===== src/rtl/unidade_controle.sv =====
// unidade_controle: multi-cycle control unit for the nrisc 8-bit processor.
// It sequences fetch, decode, execute, memory and write-back over a shared
// instruction/data memory with a ready handshake, and owns the Halt state.
//
// Handshake: a memory access is requested by holding MemLe or MemEsc high
// together with SelEndereco. The access completes in the cycle where
// MemPronto=1; until then every strobe and the address select stay
// constant. MemPronto is ignored in every other state.
module unidade_controle (
    input  logic       Clock,
    input  logic       Reset,
    input  logic [7:0] Instr,
    input  logic       Zero,
    input  logic       MemPronto,
    input  logic       Continuar,
    output logic       PcEsc,
    output logic       PcSelSalto,
    output logic       IrEsc,
    output logic       RegEsc,
    output logic       SelDadoEscrito,
    output logic [1:0] UlaOp,
    output logic       MemLe,
    output logic       MemEsc,
    output logic       SelEndereco,
    output logic       Halt,
    output logic [2:0] Estado
);

    typedef enum logic [2:0] {
        BUSCA   = 3'd0,
        DECOD   = 3'd1,
        EXEC    = 3'd2,
        MEM     = 3'd3,
        ESCRITA = 3'd4,
        PARADO  = 3'd5
    } estado_t;

    localparam logic [2:0] OP_LD   = 3'b100;
    localparam logic [2:0] OP_ST   = 3'b101;
    localparam logic [2:0] OP_BEQZ = 3'b110;
    localparam logic [2:0] OP_ESP  = 3'b111;

    estado_t estado_atual;
    estado_t proximo;

    // Instruction field decode. Instr is held stable by the datapath from
    // DECOD until the instruction completes, so it is decoded directly.
    logic [2:0] opcode;
    logic       eh_alu;
    logic       eh_ld;
    logic       eh_st;
    logic       eh_beqz;
    logic       eh_hlt;
    logic       eh_nop;

    assign opcode  = Instr[7:5];
    assign eh_alu  = (opcode[2] == 1'b0);
    assign eh_ld   = (opcode == OP_LD);
    assign eh_st   = (opcode == OP_ST);
    assign eh_beqz = (opcode == OP_BEQZ);
    assign eh_hlt  = (opcode == OP_ESP) && (Instr[4:0] == 5'd0);
    assign eh_nop  = (opcode == OP_ESP) && (Instr[4:0] != 5'd0);

    // Ungated decodes; the reset gate below forces them to zero.
    logic       pc_esc_c;
    logic       pc_sel_salto_c;
    logic       ir_esc_c;
    logic       reg_esc_c;
    logic       sel_dado_c;
    logic [1:0] ula_op_c;
    logic       mem_le_c;
    logic       mem_esc_c;
    logic       sel_end_c;
    logic       halt_c;

    // State register: asynchronous abort back to BUSCA.
    always_ff @(posedge Clock or negedge Reset) begin
        if (!Reset) begin
            estado_atual <= BUSCA;
        end else begin
            estado_atual <= proximo;
        end
    end

    // Next-state and output decode of state, Instr, MemPronto and Zero.
    always_comb begin
        proximo        = estado_atual;
        pc_esc_c       = 1'b0;
        pc_sel_salto_c = 1'b0;
        ir_esc_c       = 1'b0;
        reg_esc_c      = 1'b0;
        sel_dado_c     = 1'b0;
        ula_op_c       = 2'b00;
        mem_le_c       = 1'b0;
        mem_esc_c      = 1'b0;
        sel_end_c      = 1'b0;
        halt_c         = 1'b0;

        case (estado_atual)
            BUSCA: begin
                // Instruction fetch from PC; IR and PC update only on the
                // completing cycle so a stall leaves both untouched.
                mem_le_c  = 1'b1;
                sel_end_c = 1'b0;
                if (MemPronto) begin
                    ir_esc_c = 1'b1;
                    pc_esc_c = 1'b1;
                    proximo  = DECOD;
                end
            end

            DECOD: begin
                // Register read cycle: no strobes, only dispatch.
                if (eh_alu || eh_beqz) begin
                    proximo = EXEC;
                end else if (eh_ld || eh_st) begin
                    proximo = MEM;
                end else if (eh_hlt) begin
                    proximo = PARADO;
                end else if (eh_nop) begin
                    proximo = BUSCA;
                end else begin
                    proximo = BUSCA;
                end
            end

            EXEC: begin
                if (eh_alu) begin
                    ula_op_c = opcode[1:0];
                    proximo  = ESCRITA;
                end else if (eh_beqz) begin
                    // Branch taken: PC loads register rs.
                    if (Zero) begin
                        pc_esc_c       = 1'b1;
                        pc_sel_salto_c = 1'b1;
                    end
                    proximo = BUSCA;
                end else begin
                    proximo = BUSCA;
                end
            end

            MEM: begin
                // Data access at address rs; strobes held across stalls.
                sel_end_c = 1'b1;
                mem_le_c  = eh_ld;
                mem_esc_c = eh_st;
                if (MemPronto) begin
                    proximo = eh_ld ? ESCRITA : BUSCA;
                end
            end

            ESCRITA: begin
                // Write-back to rd; ALU result keeps its operation selected.
                reg_esc_c  = 1'b1;
                sel_dado_c = eh_ld;
                if (eh_alu) begin
                    ula_op_c = opcode[1:0];
                end
                proximo = BUSCA;
            end

            PARADO: begin
                halt_c = 1'b1;
                if (Continuar) begin
                    proximo = BUSCA;
                end
            end

            default: begin
                // Unused codes recover to fetch with every output low.
                proximo = BUSCA;
            end
        endcase
    end

    // Output gate: everything reads zero while Reset is asserted.
    always_comb begin
        PcEsc          = 1'b0;
        PcSelSalto     = 1'b0;
        IrEsc          = 1'b0;
        RegEsc         = 1'b0;
        SelDadoEscrito = 1'b0;
        UlaOp          = 2'b00;
        MemLe          = 1'b0;
        MemEsc         = 1'b0;
        SelEndereco    = 1'b0;
        Halt           = 1'b0;
        Estado         = 3'd0;
        if (Reset) begin
            PcEsc          = pc_esc_c;
            PcSelSalto     = pc_sel_salto_c;
            IrEsc          = ir_esc_c;
            RegEsc         = reg_esc_c;
            SelDadoEscrito = sel_dado_c;
            UlaOp          = ula_op_c;
            MemLe          = mem_le_c;
            MemEsc         = mem_esc_c;
            SelEndereco    = sel_end_c;
            Halt           = halt_c;
            Estado         = estado_atual;
        end
    end

endmodule


===== config.mk =====
export PLATFORM = sky130hd
export DESIGN_NAME = unidade_controle
export DESIGN_NICKNAME = d
export VERILOG_FILES = /design/src/rtl/unidade_controle.sv
export SDC_FILE = /design/constraint.sdc
export NUM_CORES = 1
export LEC_CHECK = 0
export CORE_AREA = 2 2 39 41
export DETAILED_ROUTE_END_ITERATION = 10
export DIE_AREA = 0 0 41 43
export GPL_TIMING_DRIVEN = 0
export PLACE_DENSITY_LB_ADDON = 0.1
export SLEW_MARGIN = 10
export SYNTH_ARGS = -nofsm -noshare
export SYNTH_HDL_FRONTEND = slang
export SYNTH_SLANG_ARGS = --single-unit

===== constraint.sdc =====
create_clock -name Clock -period 1.4 [get_ports Clock]
set_clock_uncertainty 0.15 [all_clocks]
set_input_delay 0.21 -clock Clock [delete_from_list [all_inputs] [get_ports Clock]]
set_output_delay 0.21 -clock Clock [all_outputs]
set_load 0.02 [all_outputs]

==> out/qor.txt <==
CP bufs+invs: 2
number of maximum-capacitance constraint violations: 0
complex-gate fraction of the synthesized area: 14.91%
element type at the critical path start: flop
Die X-Extent: 41 µm
Worst EP arrival: 1.35 ns
detailed placer's ending HPWL: 929.3 µm
ratio of cells with drive above 1 in the final layout: 58.16%
largest registers ranked by flip-flop count: estado_atual (3)
Max Clock Freq: 584.8 MHz
Core Area: 0.001384 mm²
Skew-Pair Late Insertion Delay: 0.25 ns
DRT met1 WL: 567 µm
number of flip-flops under the largest register name: 3
final critical-path setup slack: -0.3100 ns
count of unresolved DRC violations after routing: 0
GRT Total Usage: 19.26%
post-placement cell count: 94
wire length of the first global-routing pass: 2332 µm
# H-tree levels: 1
summed instance area of the synthesized netlist: 402.9 µm²
count of antenna diodes in the layout: 0
via count of the first global-routing pass: 575
Vert. Die Dim: 43 µm
Routed wire per std cell: 13.00 µm
stage delay of the slowest cell on the critical path: 0.39 ns
growth of design area from synthesis to finish: 134.5%
Root Driver: clkbuf_4
largest register by flop count: estado_atual
final period utilization: 122.1%
number of antenna violations at the first check in global routing: 0
violations in the final reports: negative setup slack
worst path required time: 1.04 ns
total nets after synthesis: 65
Worst-Margin Slew: 0.3313 ns
part of the power in the clock network: 11.8%
Clock transition at path regs: 0.04 ns
P_int: 811.8 µW
RSZ-0062 raised after global routing: true
Final min period: 1.710 ns
leftover overflow at the end of global routing: 0
proportion of synthesized chip area in sequential cells: 18.63%
status: finished, violations left
critical path's top delay family: simple AND/OR/NAND/NOR gates
final instance count without filler cells: 114
number of warnings printed during yosys synthesis: 0
total power: 1.405 mW
Async S/R FF share, synth: 100.0%
area of combinational cells with multiple inputs: 384.1 µm²
final routed wirelength across all metal layers: 1482 µm
main flop type after synthesis: dfrtp_1
most prevalent standard cell on the critical path: buf_6
fraction of the mapped netlist area in simple logic gates: 56.21%
Setup CP Type: flop to output port
adder and majority cell fraction of the synthesized area: 0%
number of failing setup endpoints in the final timing report: 15
proportion of synthesized area in mux cells: 0%
maximum resistive drop on vdd: 0.6668 mV
CTS Sinks: 3
pwr dens: 1487 mW/mm²
number of instances in the synthesized netlist: 52
CTS max path bufs: 2
fraction of power spent switching nets: 42.22%
number of cells on the critical path: 5
Min-Delay Path Class: primary input to flop
overall via count from detail_route: 598
highest signal layer in the routed design: met4
CTS Buf Count: 3
count of flip-flops with a built-in enable after synthesis: 0
Register Area: 76.32 µm²
post-detailed-route via-to-cell ratio: 5.246
worst-path fanout max: 5
net count reported at finish: 112
CTS tree: built
wire length on met3: 95 µm
post-synthesis share of cell area spent on xor and xnor gates: 2.174%
fillers: 117
port buffer count: 26
maximum number of pins on one net before global-route repair: 8
antenna viol nets, final: 0
cell with the largest stage delay on the worst path: dfrtp_1
Cell Rows: 14
power share of the sequential group: 12.5%
capturing element type of the critical path: output port
final weighted congestion of routability-driven global placement: 0.7881
main combinational cell family by area after synthesis: simple AND/OR/NAND/NOR gates
effective utilization at floorplan: 29.11%
register bit total from synthesis: 3
detailed router's first-iteration violation count: 21
die area: 0.001763 mm²
post-synthesis cell type count: 30
Leak: 0.4313 nW
number of endpoints with negative hold slack in the final report: 0
synthesized area divided by synthesized cell count: 7.748 µm²
proportion of power drawn by combinational gates: 75.7%
CP cell instances: buf_6 > nand2_1 > nor2_4 > and4b_2 > buf_6
worst-case reg-to-reg path depth: 5
met2 WL post-DR: 794 µm
worst hold path cell count: 3
Switching Power: 593.1 µW
Ports: 27
Rel. slew slack: 77.91%
Pre-antenna DRT Iters: 4
Slew Viols, Final: 0
## path summary, 6_finish.rpt
kind / startpoint / end / slack (ns)
max in group asynchronous: Reset / estado_atual[1] / 0.42
worst max register to register: estado_atual[1] / estado_atual[0] / -0.03
worst max-delay path: estado_atual[0] / MemEsc / -0.31
min in group asynchronous: Reset / estado_atual[0] / 0.52
worst min register to register: estado_atual[2] / estado_atual[1] / 0.50
worst min-delay path: Instr[7] / estado_atual[0] / 0.43
## timing repair
action                                 CTS  global route
setup endpoints to repair               15            17
hold buffers                             1             0
endpoints found under the hold margin    3             0
resized for setup                       91            16
pin swaps                                4             3
gates cloned                             1             0
buffers inserted                        11             3
## layout make-up
cell class / instances / area share, %
Tap cell: 16 / 2.119
Sequential cell: 3 / 8.079
Inverter: 3 / 1.457
Timing Repair Buffer: 42 / 41.32
Multi-Input combinational cell: 43 / 40.66
Clock buffer: 4 / 2.781
Buffer: 3 / 3.576
## synth_stat cells, types with 2 or more instances
library cell / n / share of area [%]
a21oi_1: 2 / 2.5
and2_1: 4 / 6.2
and4bb_2: 2 / 6.2
buf_2: 2 / 2.5
dfrtp_1: 3 / 19
inv_1: 3 / 2.8
nand2_1: 4 / 3.7
nand4_1: 2 / 3.1
nand4b_1: 2 / 4.3
nor2_1: 7 / 6.5
nor3b_1: 2 / 3.7
## through the flow
stage | cell area [µm²] | setup TNS (ns) | util [%] | hold slack, ns | worst slack [ns]
2_1_floorplan | 445.4 | -0.3218 | - | -0.2356 | -0.08856
3_3_place_gp | 725.7 | -12.06 | 52.44 | 0.3724 | -1.020
3_5_place_dp | 725.7 | -12.18 | 52.44 | 0.3756 | -1.040
4_1_cts | 860.8 | -2.775 | 62.21 | 0.4043 | -0.2991
5_1_grt | 944.7 | -3.354 | 68.26 | 0.4533 | -0.3533
6_report | 944.7 | -2.786 | 68.26 | 0.4342 | -0.3100
## per-layer routing
| layer | up-vias | track usage [%] |
|---|---|---|
| met1 | 283 | 21.47 |
| li1 | 285 | - |
| met5 | - | 0 |
| met2 | 27 | 33.44 |
| met3 | 3 | 1.571 |
| met4 | 0 | 10.00 |
## placed cells by master (no fill, tap or decap), types with 3 or more instances in the layout
| cell type | synthesis | final |
|---|---|---|
| clkbuf_4 | 0 | 3 |
| buf_6 | 1 | 16 |
| dlygate4sd2_1 | 0 | 3 |
| clkdlybuf4s50_1 | 0 | 8 |
| nor2_1 | 7 | 4 |
| buf_4 | 0 | 15 |
| and2_4 | 0 | 4 |
| nor2_4 | 0 | 3 |
## cells by family (layout without fill, tap and decap cells)
family          Yosys count  after routing
buf+inv                   6             52
xor+xnor                  1              1
compound gates            8              8
flops                     3              3
simple gates             34             34
## power by group through the flow
stage          sequential (mW)  combinational (mW)  clock [mW]
2_1_floorplan            0.158               0.455           0
3_3_place_gp             0.170               0.670           0
3_5_place_dp             0.172               0.671           0
4_1_cts                  0.174               0.928       0.169
5_1_grt                  0.181                1.12       0.170
6_report                 0.175                1.06       0.166
## worst min-delay path: cells and delay by family
kind            cells  cell delay [ns]
compound gates      1             0.12
simple gates        1             0.14
buf+inv             1             0.30
(Power assumes the default switching activity.)
